File: src/rtl/fft_pkg.sv
// Shared encodings and twiddle helpers for the radix-2 FFT butterfly scheduler.
package fft_pkg;

  localparam logic [1:0] ST_IDLE  = 2'd0;
  localparam logic [1:0] ST_ISSUE = 2'd1;
  localparam logic [1:0] ST_DRAIN = 2'd2;
  localparam logic [1:0] ST_DONE  = 2'd3;

  localparam int unsigned TW_TABLE_DEPTH = 8;
  localparam int unsigned TW_IDX_W       = 3;

  // Left shift applied to the in-group position to index the W_8 spin table.
  function automatic logic [2:0] tw_shift(input int unsigned log2n, input logic [1:0] s);
    return 3'(2 * $clog2(TW_TABLE_DEPTH) - log2n - 1) - {1'b0, s};
  endfunction

endpackage

File: src/rtl/fft_bfly_addr_gen.sv
// Combinational map from (stage, butterfly index) to operand addresses and twiddle index.
module fft_bfly_addr_gen
  import fft_pkg::*;
#(
  parameter int unsigned  LOG2N  = 3,
  localparam int unsigned ADDR_W = LOG2N,
  localparam int unsigned J_W    = LOG2N - 1
) (
  input  logic [1:0]          stage,
  input  logic [J_W-1:0]      j,
  output logic [ADDR_W-1:0]   addr_a,
  output logic [ADDR_W-1:0]   addr_b,
  output logic [TW_IDX_W-1:0] tw_idx
);

  logic [ADDR_W-1:0] half;
  logic [ADDR_W-1:0] pos;
  logic [ADDR_W-1:0] grp;
  logic [2:0]        span_sh;

  always_comb begin
    half    = ADDR_W'(1) << stage;
    pos     = ADDR_W'(j) & (half - ADDR_W'(1));
    grp     = ADDR_W'(j) >> stage;
    span_sh = {1'b0, stage} + 3'd1;
    addr_a  = (grp << span_sh) | pos;
    addr_b  = addr_a + half;
    tw_idx  = TW_IDX_W'(pos) << tw_shift(LOG2N, stage);
  end

endmodule

File: src/rtl/fft_bfly_scheduler.sv
// Issues the butterflies of one in-place radix-2 DIT FFT, draining the datapath between stages.
module fft_bfly_scheduler
  import fft_pkg::*;
#(
  parameter int unsigned  LOG2N    = 3,
  parameter int unsigned  BFLY_LAT = 2,
  localparam int unsigned ADDR_W   = LOG2N
) (
  input  logic                clk,
  input  logic                rst_n,
  input  logic                start,
  output logic                busy,
  output logic                done,
  output logic                bf_valid,
  input  logic                bf_ready,
  output logic [ADDR_W-1:0]   addr_a,
  output logic [ADDR_W-1:0]   addr_b,
  output logic [TW_IDX_W-1:0] tw_idx,
  output logic [1:0]          stage
);

  localparam int unsigned J_W        = LOG2N - 1;
  localparam int unsigned CNT_W      = 4;
  localparam logic [J_W-1:0] J_LAST  = '1;
  localparam logic [1:0] LAST_STAGE  = 2'(LOG2N - 1);
  localparam logic [CNT_W-1:0] LAT_LOAD = CNT_W'(BFLY_LAT);

  logic [1:0]       state, state_nxt;
  logic [J_W-1:0]   j, j_nxt;
  logic [1:0]       stage_nxt;
  logic [CNT_W-1:0] cnt, cnt_nxt;
  logic             busy_nxt, done_nxt, valid_nxt;

  logic [ADDR_W-1:0]   gen_a, gen_b;
  logic [TW_IDX_W-1:0] gen_tw;

  // Addresses are generated from the next (stage, j) so they land registered with bf_valid.
  fft_bfly_addr_gen #(.LOG2N(LOG2N)) u_addr_gen (
    .stage  (stage_nxt),
    .j      (j_nxt),
    .addr_a (gen_a),
    .addr_b (gen_b),
    .tw_idx (gen_tw)
  );

  always_comb begin
    state_nxt = state;
    j_nxt     = j;
    stage_nxt = stage;
    cnt_nxt   = cnt;
    busy_nxt  = busy;
    done_nxt  = 1'b0;
    valid_nxt = bf_valid;
    case (state)
      ST_IDLE: begin
        busy_nxt  = 1'b0;
        valid_nxt = 1'b0;
        if (start) begin
          state_nxt = ST_ISSUE;
          j_nxt     = '0;
          stage_nxt = '0;
          busy_nxt  = 1'b1;
          valid_nxt = 1'b1;
        end
      end
      ST_ISSUE: begin
        if (bf_ready) begin
          if (j == J_LAST) begin
            state_nxt = ST_DRAIN;
            j_nxt     = '0;
            cnt_nxt   = LAT_LOAD;
            valid_nxt = 1'b0;
          end else begin
            j_nxt = j + J_W'(1);
          end
        end
      end
      ST_DRAIN: begin
        if (cnt == CNT_W'(1)) begin
          cnt_nxt = '0;
          if (stage == LAST_STAGE) begin
            state_nxt = ST_DONE;
            busy_nxt  = 1'b0;
            done_nxt  = 1'b1;
          end else begin
            state_nxt = ST_ISSUE;
            stage_nxt = stage + 2'd1;
            j_nxt     = '0;
            valid_nxt = 1'b1;
          end
        end else begin
          cnt_nxt = cnt - CNT_W'(1);
        end
      end
      ST_DONE: begin
        state_nxt = ST_IDLE;
        stage_nxt = '0;
        j_nxt     = '0;
        busy_nxt  = 1'b0;
        valid_nxt = 1'b0;
      end
      default: begin
        state_nxt = ST_IDLE;
        busy_nxt  = 1'b0;
        valid_nxt = 1'b0;
      end
    endcase
  end

  always_ff @(posedge clk) begin
    if (!rst_n) begin
      state    <= ST_IDLE;
      j        <= '0;
      stage    <= '0;
      cnt      <= '0;
      busy     <= 1'b0;
      done     <= 1'b0;
      bf_valid <= 1'b0;
      addr_a   <= '0;
      addr_b   <= '0;
      tw_idx   <= '0;
    end else begin
      state    <= state_nxt;
      j        <= j_nxt;
      stage    <= stage_nxt;
      cnt      <= cnt_nxt;
      busy     <= busy_nxt;
      done     <= done_nxt;
      bf_valid <= valid_nxt;
      // Holding the payload when nothing is presented keeps it stable through stalls and idle.
      if (valid_nxt) begin
        addr_a <= gen_a;
        addr_b <= gen_b;
        tw_idx <= gen_tw;
      end
    end
  end

endmodule
File: config.mk
export PLATFORM = sky130hd
export DESIGN_NAME = fft_bfly_scheduler
export DESIGN_NICKNAME = d
export VERILOG_FILES = /design/src/rtl/fft_pkg.sv /design/src/rtl/fft_bfly_addr_gen.sv /design/src/rtl/fft_bfly_scheduler.sv
export SDC_FILE = /design/constraint.sdc
export NUM_CORES = 1
export LEC_CHECK = 0
export CAP_MARGIN = 20
export CORE_MARGIN = 2
export CORE_UTILIZATION = 54
export DETAILED_ROUTE_END_ITERATION = 16
export GPL_TIMING_DRIVEN = 0
export PLACE_DENSITY = 0.85
export SETUP_SLACK_MARGIN = 0.5
export SYNTH_ARGS = -nofsm -noshare
export SYNTH_HDL_FRONTEND = slang
export SYNTH_HIERARCHICAL = 1
export SYNTH_SLANG_ARGS = --single-unit
File: constraint.sdc
create_clock -name clk -period 8.6 [get_ports clk]
set_input_delay 0.86 -clock clk [delete_from_list [all_inputs] [get_ports clk]]
set_output_delay 0.86 -clock clk [all_outputs]
set_load 0.01 [all_outputs]
==> flow_summary.html, run 1 <==
<table>
<tr><th>Metric</th><th>Value</th></tr>
<tr><th colspan="2">Clocking</th></tr>
<tr><td>Number of gates resized after cts</td><td>0</td></tr>
<tr><td>Num Clock Sinks</td><td>22</td></tr>
<tr><td>Maximum number of buffers from clock root to sink</td><td>2</td></tr>
<tr><td>TritonCTS clock tree</td><td>done</td></tr>
<tr><td>Clock transition at the registers of the reported paths</td><td>130 ps</td></tr>
<tr><td>Root buf cell</td><td>clkbuf_4</td></tr>
<tr><td>Later-pin clock latency in the skew report</td><td>320 ps</td></tr>
<tr><td>H-Tree Depth</td><td>1</td></tr>
<tr><td>Number of buffers created by CTS</td><td>3</td></tr>
<tr><td>Post-CTS setup-driven buffer insertion count</td><td>0</td></tr>
<tr><td>CTS hold repair buffers</td><td>0</td></tr>
<tr><th colspan="2">Timing</th></tr>
<tr><td>Slew headroom</td><td>67.5%</td></tr>
<tr><td>Final Slew Violations</td><td>0</td></tr>
<tr><td>Period minus WS final</td><td>4000 ps</td></tr>
<tr><td>Endpoints failing hold</td><td>0</td></tr>
<tr><td>Worst-case setup margin in the final layout</td><td>4600 ps</td></tr>
<tr><td>Finish-stage setup viols</td><td>0</td></tr>
<tr><td>Timing-limited maximum frequency</td><td>0.250 GHz</td></tr>
<tr><td>Clock Skews</td><td>10.7 ps</td></tr>
<tr><td>Setup TNS Final</td><td>0 ps</td></tr>
<tr><td>Worst-Margin Slew</td><td>483 ps</td></tr>
<tr><td>Worst hold-check slack</td><td>469 ps</td></tr>
<tr><td>RSZ-0062 raised after global routing</td><td>false</td></tr>
<tr><td>Fin crit share</td><td>46.6%</td></tr>
<tr><th colspan="2">Critical path</th></tr>
<tr><td>Slowest cell delay on critical path</td><td>500 ps</td></tr>
<tr><td>Endpoint class of the critical path</td><td>flop</td></tr>
<tr><td>Worst Path Max Fanout</td><td>9</td></tr>
<tr><td>Buffers &amp; Inverters on Critical Path</td><td>3</td></tr>
<tr><td>Critical path class</td><td>in2reg</td></tr>
<tr><td>Slack of the worst reg-to-reg path</td><td>4710 ps</td></tr>
<tr><td>Required time at the worst-slack endpoint</td><td>8860 ps</td></tr>
<tr><td>Family with the most delay on the worst path</td><td>adder cells</td></tr>
<tr><td>Arrival time at the worst endpoint</td><td>4270 ps</td></tr>
<tr><td>Crit-path slowest cell</td><td>clkdlybuf4s50_1</td></tr>
<tr><td>Cell breakdown of the critical path</td><td>clkdlybuf4s50_1 -&gt; and2b_1 -&gt; a211o_1 -&gt; a22o_1 -&gt; inv_1 -&gt; ha_1 -&gt; nor3_1 -&gt; a31o_2 -&gt; ha_1 -&gt; inv_1 -&gt; fa_1 -&gt; xor2_1 -&gt; xnor2_1 -&gt; nand2_1 -&gt; mux2i_1</td></tr>
<tr><td>Sort of element at the start of the critical path</td><td>primary input</td></tr>
<tr><th colspan="2">Finish</th></tr>
<tr><td>Post-layout instance area</td><td>1670 um2</td></tr>
<tr><td>Area Overhead vs Synth</td><td>17.7%</td></tr>
<tr><td>Final #Nets</td><td>200</td></tr>
<tr><td>Total inserted antenna cells</td><td>0</td></tr>
<tr><td>Most common cell after layout, fill and taps aside</td><td>nand2_1</td></tr>
<tr><td>Commonest cells after routing, fill and taps aside</td><td>27 x nand2_1, 22 x dfxtp_1, 16 x inv_1, 16 x clkdlybuf4s50_1, 13 x ha_1</td></tr>
<tr><td>Non-filler instance count after layout</td><td>211</td></tr>
<tr><td>Total of fill cells in the finished design</td><td>210</td></tr>
<tr><td>Fraction of final layout cells with drive strength greater than 1</td><td>10.5%</td></tr>
<tr><td>Fin util</td><td>67.3%</td></tr>
<tr><th colspan="2">Logic synthesis</th></tr>
<tr><td>Net count after synthesis</td><td>179</td></tr>
<tr><td>Syn_area_per_cell</td><td>8.81 um2</td></tr>
<tr><td>Top post-synthesis cells by area</td><td>dfxtp_1 31%, ha_1 11%, mux2i_1 7.8%</td></tr>
<tr><td>Number of flops mapped to enable cells by yosys</td><td>0</td></tr>
<tr><td>Ys async rst share</td><td>0%</td></tr>
<tr><td>FF+latch count, synth</td><td>22</td></tr>
<tr><td>Post-synth design cell area</td><td>1420 um2</td></tr>
<tr><td>Syn. warnings</td><td>6</td></tr>
<tr><td>Number of different library cells in the post-synthesis netlist</td><td>47</td></tr>
<tr><td>Yosys top cell area share</td><td>31.1%</td></tr>
<tr><td>Biggest area consumer among synthesized cells</td><td>dfxtp_1</td></tr>
<tr><td>Synthesized instance count</td><td>161</td></tr>
<tr><td>Most used flip-flop cell after synthesis</td><td>dfxtp_1</td></tr>
<tr><td>Seq/Total Area, Yosys</td><td>31.1%</td></tr>
<tr><th colspan="2">Routing</th></tr>
<tr><td>Average detailed-routed wire length per instance</td><td>13.8 um</td></tr>
<tr><td>Final antenna-violating net count</td><td>0</td></tr>
<tr><td>Via Count</td><td>1204</td></tr>
<tr><td>Number of remaining DRC errors</td><td>0</td></tr>
<tr><td>Detail-routed via count per cell</td><td>5.71</td></tr>
<tr><td>Length of the first detailed-routing pass in iterations</td><td>4</td></tr>
<tr><td>1st-iter DRT viols</td><td>34</td></tr>
<tr><td>Final Routed Wirelength</td><td>2910 um</td></tr>
<tr><th colspan="2">GRT</th></tr>
<tr><td>GR Overflow Total</td><td>0</td></tr>
<tr><td>Maximum number of pins on one net before global-route repair</td><td>14</td></tr>
<tr><td>Total Routing Usage GR</td><td>19.1%</td></tr>
<tr><td>Global-route wire length before repair</td><td>4800 um</td></tr>
<tr><td>Antenna violations before repair</td><td>0</td></tr>
<tr><td>Number of global-route vias before repair</td><td>1118</td></tr>
<tr><th colspan="2">Pwr</th></tr>
<tr><td>Power per standard cell area</td><td>220 nW/um2</td></tr>
<tr><td>Cell leakage power</td><td>0.672 nW</td></tr>
<tr><td>Maximum vdd ir drop</td><td>0.000195 V</td></tr>
<tr><td>Total chip power</td><td>0.367 mW</td></tr>
<tr><th colspan="2">Worst hold path</th></tr>
<tr><td>Class of the worst hold path</td><td>reg2reg</td></tr>
<tr><th colspan="2">Die</th></tr>
<tr><td>Initial core utilization</td><td>57.2%</td></tr>
<tr><td>Die footprint</td><td>3050 um2</td></tr>
<tr><td>Die height</td><td>55.2 um</td></tr>
<tr><td>Area inside the core boundary</td><td>2480 um2</td></tr>
<tr><td>Placement row count</td><td>18</td></tr>
<tr><td>Number of I/O pins</td><td>18</td></tr>
<tr><td>Die Span X</td><td>55.2 um</td></tr>
<tr><th colspan="2">Place</th></tr>
<tr><td>Final estimated routing congestion in global placement</td><td>0.890</td></tr>
<tr><td>DPL Wire Length</td><td>2280 um</td></tr>
<tr><td>Buffers added on ports</td><td>16</td></tr>
<tr><td>Worst setup slack before clock tree synthesis</td><td>4310 ps</td></tr>
<tr><td>Number of placed cells counting well taps</td><td>207</td></tr>
<tr><td>Post-Place Cell Area</td><td>1620 um2</td></tr>
<tr><th colspan="2">Outcome</th></tr>
<tr><td>Run status</td><td>complete, no violations</td></tr>
<tr><th colspan="2">Flow run</th></tr>
<tr><td>Max-Cap Viols</td><td>0</td></tr>
</table>
==> report_power, final <==
group	switching [mW]	internal [mW]
sequential	0.0117	0.116
clock	0.0330	0.0472
combinational	0.0807	0.0782
==> state kept, by name, summed over array words and instances, names as in the netlist <==
signal,flops
cnt,4
addr_a,3
addr_b,3
tw_idx,3
j,2
stage,2
state,2
bf_valid,1
busy,1
done,1
==> Yosys cell counts, types with 3 or more instances <==
master	number
buf_2	3
dfxtp_1	22
ha_1	13
inv_1	16
a31o_2	3
and2_1	4
nor2_1	8
nand3_1	5
mux2i_1	11
nand2_1	27
nor3_1	3
==> final cells by class <==
| class | count | area [um2] | area share (%) |
|---|---|---|---|
| Sequential cell | 22 | 440 | 26.4 |
| Buffer | 8 | 68.8 | 4.13 |
| Multi-Input combinational cell | 115 | 848 | 50.9 |
| Clock buffer | 3 | 22.5 | 1.35 |
| Inverter | 16 | 60.1 | 3.60 |
| Clock inverter | 1 | 30.0 | 1.80 |
| Tap cell | 30 | 37.5 | 2.25 |
| Timing Repair Buffer | 16 | 160 | 9.60 |
==> routing by layer <==
metal	wire, um	up-vias	GRT usage (%)
met2	1420	38	31.3
li1	-	596	-
met5	0	-	0
met3	151	5	3.28
met4	39	0	7.67
met1	1300	565	25.0
==> worst reg2reg max path, cell delays in order, from the launching register on <==
cell	delay (ps)
dfxtp_1	350
inv_1	70
ha_1	190
or3b_1	350
buf_2	170
a211o_1	330
a22o_1	300
inv_1	200
ha_1	320
nor3_1	310
a31o_2	210
ha_1	130
inv_1	50
fa_1	370
xor2_1	160
xnor2_1	140
nand2_1	70
mux2i_1	120
==> worst paths after layout <==
kind                                              from                endpoint  cells after the start
worst min-delay path            addr_b[2]$_SDFFE_PN0P_  addr_b[2]$_SDFFE_PN0P_                      2
worst min register to register  addr_b[2]$_SDFFE_PN0P_  addr_b[2]$_SDFFE_PN0P_                      2
worst max register to register     cnt[1]$_SDFFE_PN0P_  addr_b[2]$_SDFFE_PN0P_                     17
worst max-delay path                             start  addr_b[2]$_SDFFE_PN0P_                     15
==> cell families after synthesis <==
group                    share of synthesized area, %
flip-flops                                       31.1
adder cells (fa/ha/maj)                          12.9
multiplexers                                     8.56
AO/OA/AOI/OAI                                    13.9
buffers and inverters                            9.09
AND/OR/NAND/NOR                                  22.1
XOR/XNOR                                         2.47
Power figures use the tool's default switching activity.
==> inputs of run 2 (changes only) <==
==> constraint.sdc (replaced) <==
create_clock -name clk -period 3.75 [get_ports clk]
set_input_delay 0.375 -clock clk [delete_from_list [all_inputs] [get_ports clk]]
set_output_delay 0.375 -clock clk [all_outputs]
set_load 0.01 [all_outputs]
==> run 2 against run 1 <==
Net effect: combinational power rose to 2.5 times the previous value; power up 140%; final cell count rose by 8.1%; count of clock-buffer cells in the layout did not move; global-route usage rose by 2.6 points; critical endpoint unchanged; highest routed layer unchanged.
==> flow_summary.html, run 2 (same netlist as run 1, synthesis figures left out) <==
<table>
<tr><th>Metric</th><th>Value</th></tr>
<tr><th colspan="2">Outcome</th></tr>
<tr><td>Run status</td><td>complete, no violations</td></tr>
<tr><th colspan="2">Die</th></tr>
<tr><td>Area inside the core boundary</td><td>2480 um2 (unchanged)</td></tr>
<tr><td>Die footprint</td><td>3050 um2 (unchanged)</td></tr>
<tr><td>Initial core utilization</td><td>57.2% (unchanged)</td></tr>
<tr><td>Die height</td><td>55.2 um (unchanged)</td></tr>
<tr><td>Die Span X</td><td>55.2 um (unchanged)</td></tr>
<tr><td>Number of I/O pins</td><td>18 (unchanged)</td></tr>
<tr><td>Placement row count</td><td>18 (unchanged)</td></tr>
<tr><th colspan="2">Timing</th></tr>
<tr><td>Slew headroom</td><td>71.7% (+4.2 points)</td></tr>
<tr><td>RSZ-0062 raised after global routing</td><td>true</td></tr>
<tr><td>Worst-case setup margin in the final layout</td><td>358 ps (-4240 ps)</td></tr>
<tr><td>Worst-Margin Slew</td><td>420 ps (-62.8 ps)</td></tr>
<tr><td>Setup TNS Final</td><td>0 ps (unchanged)</td></tr>
<tr><td>Finish-stage setup viols</td><td>0 (unchanged)</td></tr>
<tr><td>Endpoints failing hold</td><td>0 (unchanged)</td></tr>
<tr><td>Final Slew Violations</td><td>0 (unchanged)</td></tr>
<tr><td>Fin crit share</td><td>90.5%</td></tr>
<tr><td>Period minus WS final</td><td>3390 ps</td></tr>
<tr><td>Timing-limited maximum frequency</td><td>0.295 GHz</td></tr>
<tr><td>Clock Skews</td><td>5.72 ps (-5.03 ps)</td></tr>
<tr><th colspan="2">GRT</th></tr>
<tr><td>Global-route wire length before repair</td><td>5430 um (+13%)</td></tr>
<tr><td>Maximum number of pins on one net before global-route repair</td><td>14 (unchanged)</td></tr>
<tr><td>Total Routing Usage GR</td><td>21.7% (+2.6 points)</td></tr>
<tr><td>GR Overflow Total</td><td>0 (unchanged)</td></tr>
<tr><td>Antenna violations before repair</td><td>0 (unchanged)</td></tr>
<tr><td>Number of global-route vias before repair</td><td>1254 (+12%)</td></tr>
<tr><th colspan="2">Critical path</th></tr>
<tr><td>Slack of the worst reg-to-reg path</td><td>360 ps (-4350 ps)</td></tr>
<tr><td>Origin of the worst setup path</td><td>cnt[1]$_SDFFE_PN0P_</td></tr>
<tr><td>Required time at the worst-slack endpoint</td><td>4010 ps (-4850 ps)</td></tr>
<tr><td>Sort of element at the start of the critical path</td><td>flop</td></tr>
<tr><td>Depth of the worst register-to-register path</td><td>17 (unchanged)</td></tr>
<tr><td>Capture point of the critical path</td><td>addr_b[2]$_SDFFE_PN0P_</td></tr>
<tr><td>Endpoint of the lowest-slack register-to-register path</td><td>addr_b[2]$_SDFFE_PN0P_</td></tr>
<tr><td>Arrival time at the worst endpoint</td><td>3650 ps (-620 ps)</td></tr>
<tr><td>Endpoint class of the critical path</td><td>flop</td></tr>
<tr><td>Start of the worst register-to-register path</td><td>cnt[1]$_SDFFE_PN0P_</td></tr>
<tr><td>Critical path class</td><td>reg2reg</td></tr>
<tr><td>Worst Path Max Fanout</td><td>3 (-6)</td></tr>
<tr><th colspan="2">Clocking</th></tr>
<tr><td>H-Tree Depth</td><td>1 (unchanged)</td></tr>
<tr><td>TritonCTS clock tree</td><td>done</td></tr>
<tr><td>Maximum number of buffers from clock root to sink</td><td>2 (unchanged)</td></tr>
<tr><td>Clock transition at the registers of the reported paths</td><td>130 ps (about the same)</td></tr>
<tr><td>Number of buffers created by CTS</td><td>3 (unchanged)</td></tr>
<tr><td>Num Clock Sinks</td><td>22 (unchanged)</td></tr>
<tr><td>Later-pin clock latency in the skew report</td><td>320 ps (about the same)</td></tr>
<tr><td>Root buf cell</td><td>clkbuf_4</td></tr>
<tr><th colspan="2">Finish</th></tr>
<tr><td>Most common cell after layout, fill and taps aside</td><td>nand2_1</td></tr>
<tr><td>Largest reg by FF count</td><td>cnt</td></tr>
<tr><td>Multi-input gate area</td><td>933 um2 (+10%)</td></tr>
<tr><td>Total of fill cells in the finished design</td><td>180 (-14%)</td></tr>
<tr><td>Post-layout instance area</td><td>1900 um2 (+14%)</td></tr>
<tr><td>Total inserted antenna cells</td><td>0 (unchanged)</td></tr>
<tr><td>Sequential cell area</td><td>445 um2 (+1.1%)</td></tr>
<tr><td>Area Overhead vs Synth</td><td>34.3%</td></tr>
<tr><td>Final #Nets</td><td>217 (+8.5%)</td></tr>
<tr><td>Largest register FFs</td><td>4 (unchanged)</td></tr>
<tr><td>Commonest cells after routing, fill and taps aside</td><td>27 x nand2_1, 18 x dfxtp_1, 16 x buf_4, 16 x clkdlybuf4s50_1</td></tr>
<tr><td>Fraction of final layout cells with drive strength greater than 1</td><td>28.8% (+18 points)</td></tr>
<tr><th colspan="2">Place</th></tr>
<tr><td>Worst setup slack before clock tree synthesis</td><td>173 ps (-4140 ps)</td></tr>
<tr><td>Final estimated routing congestion in global placement</td><td>0.850 (-4.5%)</td></tr>
<tr><td>Buffers added on ports</td><td>16 (unchanged)</td></tr>
<tr><td>Post-Place Cell Area</td><td>1660 um2 (+2.5%)</td></tr>
<tr><td>DPL Wire Length</td><td>2230 um (-2.2%)</td></tr>
<tr><th colspan="2">Pwr</th></tr>
<tr><td>Net switching share of the total power</td><td>34.0% (-0.19 points)</td></tr>
<tr><td>Maximum vdd ir drop</td><td>0.000374 V (+91%)</td></tr>
<tr><td>Sequential group share of total power</td><td>33.3% (-1.5 points)</td></tr>
<tr><td>Combinational share of power</td><td>45.7% (+2.4 points)</td></tr>
<tr><td>NetSw</td><td>0.301 mW (+140%)</td></tr>
<tr><td>Clk network pwr share</td><td>21.0% (-0.8 points)</td></tr>
<tr><td>Cell leakage power</td><td>0.792 nW (+18%)</td></tr>
<tr><td>Cell Int Power</td><td>0.584 mW (+140%)</td></tr>
<tr><td>Power per standard cell area</td><td>465 nW/um2 (+110%)</td></tr>
<tr><th colspan="2">Routing</th></tr>
<tr><td>Via Count</td><td>1270 (+5.5%)</td></tr>
<tr><td>Detail-routed via count per cell</td><td>5.57 (-2.4%)</td></tr>
<tr><td>Average detailed-routed wire length per instance</td><td>14.4 um (+4.5%)</td></tr>
<tr><td>Final Routed Wirelength</td><td>3290 um (+13%)</td></tr>
<tr><td>1st-iter DRT viols</td><td>48 (+41%)</td></tr>
<tr><td>Length of the first detailed-routing pass in iterations</td><td>5 (+1)</td></tr>
<tr><td>Number of remaining DRC errors</td><td>0 (unchanged)</td></tr>
<tr><td>Final antenna-violating net count</td><td>0 (unchanged)</td></tr>
<tr><th colspan="2">Flow run</th></tr>
<tr><td>Max-Cap Viols</td><td>0 (unchanged)</td></tr>
<tr><th colspan="2">Worst hold path</th></tr>
<tr><td>Class of the worst hold path</td><td>in2reg</td></tr>
</table>
[run 2: area by class of cell]
type | count | area share (%)
buffer | 8 | 3.94
multi-input combinational | 115 | 49.0
timing repair buffer | 33 | 15.5
clock inverter | 1 | 1.58
inverter | 16 | 3.42
sequential | 22 | 23.4
clock buffer | 3 | 1.18
tap | 30 | 1.97
[run 2: what timing repair did]
action,in CTS,in global routing
gates resized for setup,15,7
cloned,0,0
hold buffers,0,0
pin swaps,8,9
endpoints found under the setup margin,2,2
hold endpoints to repair,0,0
buffers inserted,10,7
[run 2: critical path, cell delays in order, from the launching register on]
cell and delay, ps:
dfxtp_2 350, inv_2 70, ha_4 140, or3b_4 370, buf_6 130, a211o_1 320
a22o_4 260, buf_6 120, buf_6 110, nor3_4 180, a31o_2 200, ha_2 170
inv_2 40, fa_2 360, xor2_2 160, xnor2_1 140, nand2_1 70, mux2i_1 140
[run 2: worst min path at each step]
stage,from,to,slack [ps],cells after the start
floorplan,addr_b[1]$_SDFFE_PN0P_,addr_b[1]$_SDFFE_PN0P_,480,2
global placement,tw_idx[0]$_SDFFE_PN0P_,tw_idx[0]$_SDFFE_PN0P_,450,2
detailed placement,addr_b[0]$_SDFFE_PN0P_,addr_b[0]$_SDFFE_PN0P_,460,2
CTS,rst_n,tw_idx[2]$_SDFFE_PN0P_,330,3
global route,rst_n,addr_a[1]$_SDFFE_PN0P_,330,3
finish,rst_n,tw_idx[2]$_SDFFE_PN0P_,330,3
[run 2: metal layers]
layer	global-route usage [%]	routed length, um	up-vias
li1	-	-	630
met1	25.0	1370	606
met2	41.2	1800	28
met3	4.45	95	6
met4	4.18	27	0
met5	0	0	-
[run 2: metrics by stage]
step                      hold slack [ps]  total power [mW]  utilization [%]  instances
after CTS                             332             0.871             74.0        221
after global placement                447             0.646             66.8        207
final                                 329             0.885             76.9        228
after floorplan                       482             0.575                -        161
after detailed placement              456             0.657             66.8        207
after global routing                  331             0.937             76.9        228
[run 2: power by group through the flow]
stage / Sequential (mW) / Combinational [mW] / Clock, mW
after detailed placement: 0.297 / 0.361 / 0
after floorplan: 0.298 / 0.277 / 0
after global routing: 0.301 / 0.441 / 0.195
final: 0.295 / 0.405 / 0.186
after CTS: 0.295 / 0.390 / 0.186
after global placement: 0.294 / 0.351 / 0
==> inputs of run 3 (changes only) <==
--- a/config.mk
+++ b/config.mk
@@ -5,12 +5,14 @@
 export SDC_FILE = /design/constraint.sdc
 export NUM_CORES = 1
 export LEC_CHECK = 0
+export ABC_AREA = 1
 export CAP_MARGIN = 20
 export CORE_MARGIN = 2
 export CORE_UTILIZATION = 54
 export DETAILED_ROUTE_END_ITERATION = 16
 export GPL_TIMING_DRIVEN = 0
 export PLACE_DENSITY = 0.85
+export RECOVER_POWER = 25
 export SETUP_SLACK_MARGIN = 0.5
 export SYNTH_ARGS = -nofsm -noshare
 export SYNTH_HDL_FRONTEND = slang
==> run 3 against run 2 <==
Net effect: clock power hardly changed; worst setup slack better by 89 ps; maximum frequency is 2.7% higher; die area is 0.58% higher; non-clock buffer count is 1 lower; core utilization is 3.3 points higher; sequential share of layout area is 1.3 points lower; final cell count is 20% higher; largest power group unchanged; final area is 5.3% higher; sequential cell count stayed put.
==> flow_summary.html, run 3 <==
<table>
<tr><th>Metric</th><th>Value</th></tr>
<tr><th colspan="2">Outcome</th></tr>
<tr><td>Run status</td><td>complete, no violations</td></tr>
<tr><th colspan="2">Worst hold path</th></tr>
<tr><td>Hold Path Origin</td><td>addr_b[2]$_SDFFE_PN0P_</td></tr>
<tr><td>Hold Path Stages</td><td>2 (-1)</td></tr>
<tr><td>Hold Path Sink</td><td>addr_b[2]$_SDFFE_PN0P_</td></tr>
<tr><td>Class of the worst hold path</td><td>reg2reg</td></tr>
<tr><th colspan="2">Place</th></tr>
<tr><td>Final estimated routing congestion in global placement</td><td>0.868 (+2.2%)</td></tr>
<tr><td>Buffers added on ports</td><td>17 (+1)</td></tr>
<tr><td>DPL Wire Length</td><td>2100 um (-5.6%)</td></tr>
<tr><td>Number of placed cells counting well taps</td><td>252 (+22%)</td></tr>
<tr><td>Worst setup slack before clock tree synthesis</td><td>12.5 ps (-160 ps)</td></tr>
<tr><th colspan="2">Finish</th></tr>
<tr><td>Total inserted antenna cells</td><td>0 (unchanged)</td></tr>
<tr><td>Commonest cells after routing, fill and taps aside</td><td>33 x nand2_1, 23 x inv_1, 21 x a21oi_1, 20 x dfxtp_1, 17 x clkdlybuf4s50_1</td></tr>
<tr><td>Area Overhead vs Synth</td><td>40.5%</td></tr>
<tr><td>Most common cell after layout, fill and taps aside</td><td>nand2_1</td></tr>
<tr><td>Total of fill cells in the finished design</td><td>156 (-13%)</td></tr>
<tr><td>Largest register FFs</td><td>4 (unchanged)</td></tr>
<tr><td>Non-filler instance count after layout</td><td>274 (+20%)</td></tr>
<tr><td>Final #Nets</td><td>263 (+21%)</td></tr>
<tr><td>Sequential cell area</td><td>443 um2 (-0.56%)</td></tr>
<tr><td>Multi-input gate area</td><td>966 um2 (+3.5%)</td></tr>
<tr><td>Fraction of final layout cells with drive strength greater than 1</td><td>29.1% (+0.31 points)</td></tr>
<tr><td>Largest reg by FF count</td><td>cnt</td></tr>
<tr><th colspan="2">Clocking</th></tr>
<tr><td>Root buf cell</td><td>clkbuf_4</td></tr>
<tr><td>Maximum number of buffers from clock root to sink</td><td>2 (unchanged)</td></tr>
<tr><td>Later-pin clock latency in the skew report</td><td>330 ps (about the same)</td></tr>
<tr><td>TritonCTS clock tree</td><td>done</td></tr>
<tr><td>Number of buffers created by CTS</td><td>3 (unchanged)</td></tr>
<tr><td>CTS hold repair buffers</td><td>0 (unchanged)</td></tr>
<tr><td>Num Clock Sinks</td><td>22 (unchanged)</td></tr>
<tr><td>H-Tree Depth</td><td>1 (unchanged)</td></tr>
<tr><td>Clock transition at the registers of the reported paths</td><td>140 ps (about the same)</td></tr>
<tr><th colspan="2">GRT</th></tr>
<tr><td>GR Overflow Total</td><td>0 (unchanged)</td></tr>
<tr><td>Global-route wire length before repair</td><td>5450 um (+0.39%)</td></tr>
<tr><td>Number of global-route vias before repair</td><td>1332 (+6.2%)</td></tr>
<tr><td>Antenna violations before repair</td><td>0 (unchanged)</td></tr>
<tr><td>Maximum number of pins on one net before global-route repair</td><td>14 (unchanged)</td></tr>
<tr><td>Total Routing Usage GR</td><td>21.6% (-0.12 points)</td></tr>
<tr><th colspan="2">Logic synthesis</th></tr>
<tr><td>Combinational family with the most area after synthesis</td><td>simple AND/OR/NAND/NOR gates</td></tr>
<tr><td>Syn_area_per_cell</td><td>6.96 um2 (-21%)</td></tr>
<tr><td>Top post-synthesis cells by area</td><td>dfxtp_1 31%, nand2_1 12%, ha_1 11%</td></tr>
<tr><td>Seq/Total Area, Yosys</td><td>30.9% (-0.19 points)</td></tr>
<tr><td>Adder-cell share of the synthesized area</td><td>12.8% (-0.079 points)</td></tr>
<tr><td>Syn. warnings</td><td>6 (unchanged)</td></tr>
<tr><td>Ys async rst share</td><td>0% (unchanged)</td></tr>
<tr><td>Post-synth design cell area</td><td>1430 um2 (+0.62%)</td></tr>
<tr><td>Number of different library cells in the post-synthesis netlist</td><td>28 (-40%)</td></tr>
<tr><td>Most numerous cell in the Yosys netlist</td><td>nand2_1</td></tr>
<tr><td>Yosys top cell area share</td><td>30.9% (-0.19 points)</td></tr>
<tr><td>Synth Area in Simple Gates</td><td>31.0% (+8.9 points)</td></tr>
<tr><td>Synthesized instance count</td><td>205 (+27%)</td></tr>
<tr><td>Net count after synthesis</td><td>223 (+25%)</td></tr>
<tr><td>Leading post-synthesis cells by instance count</td><td>44 x nand2_1, 29 x inv_1, 22 x dfxtp_1</td></tr>
<tr><td>Number of flops mapped to enable cells by yosys</td><td>0 (unchanged)</td></tr>
<tr><td>FF+latch count, synth</td><td>22 (unchanged)</td></tr>
<tr><td>Most used flip-flop cell after synthesis</td><td>dfxtp_1</td></tr>
<tr><td>Multiplexer area fraction after synthesis</td><td>0% (-8.6 points)</td></tr>
<tr><td>Biggest area consumer among synthesized cells</td><td>dfxtp_1</td></tr>
<tr><td>Post-synthesis compound-gate area fraction</td><td>11.2% (-2.6 points)</td></tr>
<tr><td>Parity-gate share of the synthesized area counting xor and xnor cells</td><td>2.37% (-0.10 points)</td></tr>
<tr><th colspan="2">Critical path</th></tr>
<tr><td>Crit-path slowest cell</td><td>ha_1</td></tr>
<tr><td>Arrival time at the worst endpoint</td><td>3570 ps (-80 ps)</td></tr>
<tr><td>Slowest cell delay on critical path</td><td>390 ps (+20 ps)</td></tr>
<tr><td>Origin of the worst setup path</td><td>state[0]$_SDFFE_PN0P_</td></tr>
<tr><td>Depth of the worst register-to-register path</td><td>24 (+7)</td></tr>
<tr><td>Start of the worst register-to-register path</td><td>state[0]$_SDFFE_PN0P_</td></tr>
<tr><td>Cell breakdown of the critical path</td><td>inv_4 -&gt; buf_12 -&gt; ha_1 -&gt; nand2_4 -&gt; nor2_4 -&gt; nand2_2 -&gt; nand2_4 -&gt; inv_4 -&gt; ha_4 -&gt; inv_4 -&gt; nand2_4 -&gt; o31ai_4 -&gt; ha_2 -&gt; inv_2 -&gt; fa_2 -&gt; xnor2_2 -&gt; inv_1 -&gt; nand2_1 -&gt; nand2_1 -&gt; inv_2 -&gt; inv_2 -&gt; nand3_2 -&gt; nand2_2 -&gt; nor2_1</td></tr>
<tr><td>Worst Path Max Fanout</td><td>7 (+4)</td></tr>
<tr><td>Required time at the worst-slack endpoint</td><td>4010 ps (about the same)</td></tr>
<tr><td>Sort of element at the start of the critical path</td><td>flop</td></tr>
<tr><td>Slack of the worst reg-to-reg path</td><td>450 ps (+90 ps)</td></tr>
<tr><td>Endpoint class of the critical path</td><td>flop</td></tr>
<tr><td>Endpoint of the lowest-slack register-to-register path</td><td>addr_b[2]$_SDFFE_PN0P_</td></tr>
<tr><td>Critical path class</td><td>reg2reg</td></tr>
<tr><th colspan="2">Timing</th></tr>
<tr><td>Timing-limited maximum frequency</td><td>0.303 GHz (+2.7%)</td></tr>
<tr><td>RSZ-0062 raised after global routing</td><td>false</td></tr>
<tr><td>Slew headroom</td><td>53.6% (-18 points)</td></tr>
<tr><td>Worst hold-check slack</td><td>485 ps (+155 ps)</td></tr>
<tr><td>Clock Skews</td><td>13.9 ps (+8.19 ps)</td></tr>
<tr><td>Final Slew Violations</td><td>0 (unchanged)</td></tr>
<tr><td>Endpoints failing hold</td><td>0 (unchanged)</td></tr>
<tr><td>Period minus WS final</td><td>3300 ps (-89.5 ps)</td></tr>
<tr><td>Fin crit share</td><td>88.1% (-2.4 points)</td></tr>
<tr><td>Worst-case setup margin in the final layout</td><td>447 ps (+89.5 ps)</td></tr>
<tr><td>Setup TNS Final</td><td>0 ps (unchanged)</td></tr>
<tr><td>Finish-stage setup viols</td><td>0 (unchanged)</td></tr>
<tr><td>Worst-Margin Slew</td><td>689 ps (+269 ps)</td></tr>
<tr><th colspan="2">Die</th></tr>
<tr><td>Die Span X</td><td>55.4 um (+0.29%)</td></tr>
<tr><td>Die footprint</td><td>3070 um2 (+0.58%)</td></tr>
<tr><td>Initial core utilization</td><td>57.1% (-0.17 points)</td></tr>
<tr><td>Area inside the core boundary</td><td>2500 um2 (+0.91%)</td></tr>
<tr><td>Placement row count</td><td>18 (unchanged)</td></tr>
<tr><td>Number of I/O pins</td><td>18 (unchanged)</td></tr>
<tr><td>Die height</td><td>55.4 um (+0.29%)</td></tr>
<tr><th colspan="2">Routing</th></tr>
<tr><td>Number of remaining DRC errors</td><td>0 (unchanged)</td></tr>
<tr><td>Average detailed-routed wire length per instance</td><td>13.8 um (-4.5%)</td></tr>
<tr><td>Length of the first detailed-routing pass in iterations</td><td>4 (-1)</td></tr>
<tr><td>Detail-routed via count per cell</td><td>5.52 (-0.93%)</td></tr>
<tr><td>Final antenna-violating net count</td><td>0 (unchanged)</td></tr>
<tr><td>Final Routed Wirelength</td><td>3770 um (+15%)</td></tr>
<tr><td>1st-iter DRT viols</td><td>66 (+38%)</td></tr>
<tr><td>Via Count</td><td>1512 (+19%)</td></tr>
<tr><th colspan="2">Pwr</th></tr>
<tr><td>Cell leakage power</td><td>0.895 nW (+13%)</td></tr>
<tr><td>Power per standard cell area</td><td>616 nW/um2 (+33%)</td></tr>
<tr><td>Total chip power</td><td>1.24 mW (+40%)</td></tr>
<tr><td>Maximum vdd ir drop</td><td>0.000455 V (+22%)</td></tr>
<tr><th colspan="2">Flow run</th></tr>
<tr><td>Max-Cap Viols</td><td>0 (unchanged)</td></tr>
</table>
## run 3: cell types whose count changed in the layout (fill, tap and decap cells not counted), sizes merged, moves of 4 or more
cell	before	now
nand2	27	52
a21oi	2	21
inv	16	35
nand3	5	17
mux2i	11	0
nor2	8	15
and2	4	0
nand4	1	5
## run 3: kinds of logic (layout without fill, tap and decap cells)
| family | count (synthesis) | after routing |
|---|---|---|
| and+or+nand+nor | 96 | 96 |
| buffers and inverters | 40 | 79 |
| AOI/OAI and AO/OA | 30 | 30 |
| DFF | 22 | 22 |
| adders and majority gates | 14 | 14 |
| xor gates and xnor gates | 3 | 3 |
## run 3: final cells by class
class                   count  share of cell area (%)
plain buffers               5                    2.12
flip-flops and latches     22                    22.1
well taps                  30                    1.87
repair buffers             35                    15.7
clock buffers               3                    1.12
inverters                  35                    7.43
multi-input cells         143                    48.2
clock inverters             1                    1.50
## run 3: where the power goes
| part | total, mW | internal (mW) | switching, mW |
|---|---|---|---|
| Combinational | 0.697 | 0.325 | 0.372 |
| Sequential | 0.352 | 0.306 | 0.0455 |
| Clock | 0.187 | 0.108 | 0.0791 |
| Total | 1.24 | 0.739 | 0.496 |
## run 3: worst max-delay path by stage
stage,to,slack (ps),cells past startpoint
floorplan,addr_b[2]$_SDFFE_PN0P_,520,25
global placement,addr_b[2]$_SDFFE_PN0P_,110,23
detailed placement,addr_b[2]$_SDFFE_PN0P_,10,23
CTS,addr_b[2]$_SDFFE_PN0P_,510,25
global route,addr_b[2]$_SDFFE_PN0P_,270,22
finish,addr_b[2]$_SDFFE_PN0P_,450,24
## run 3: repair_timing
action	CTS	global route
buffers inserted	9	9
setup endpoints to repair	2	2
hold endpoints to repair	0	0
resized for setup	30	24
pin swaps	7	20
## run 3: worst max-delay path: cells and delay by family, from the launching register on
family                   cells  cell delay (ps)
AND/OR/NAND/NOR             10              830
flip-flops                   1              360
XOR/XNOR                     1              170
buffers and inverters        8              490
AO/OA/AOI/OAI                1              200
adder cells (fa/ha/maj)      4             1190
## run 3: stage by stage
stage	util, %	instance area [um2]
6_report	80.2	2000
5_1_grt	80.2	2000
4_1_cts	74.2	1860
3_5_place_dp	65.7	1640
3_3_place_gp	65.7	1640
2_1_floorplan	-	1430
## run 3: per-layer routing
metal  part of all wire (%)  global-route usage (%)  vias up  wire length, um
met5                      0                       0        -                0
met4                    2.8                    8.71        0              107
met3                    5.5                    3.75       16              209
met2                     49                    37.6       56             1860
met1                     42                    26.2      702             1600
li1                       -                       -      738                -
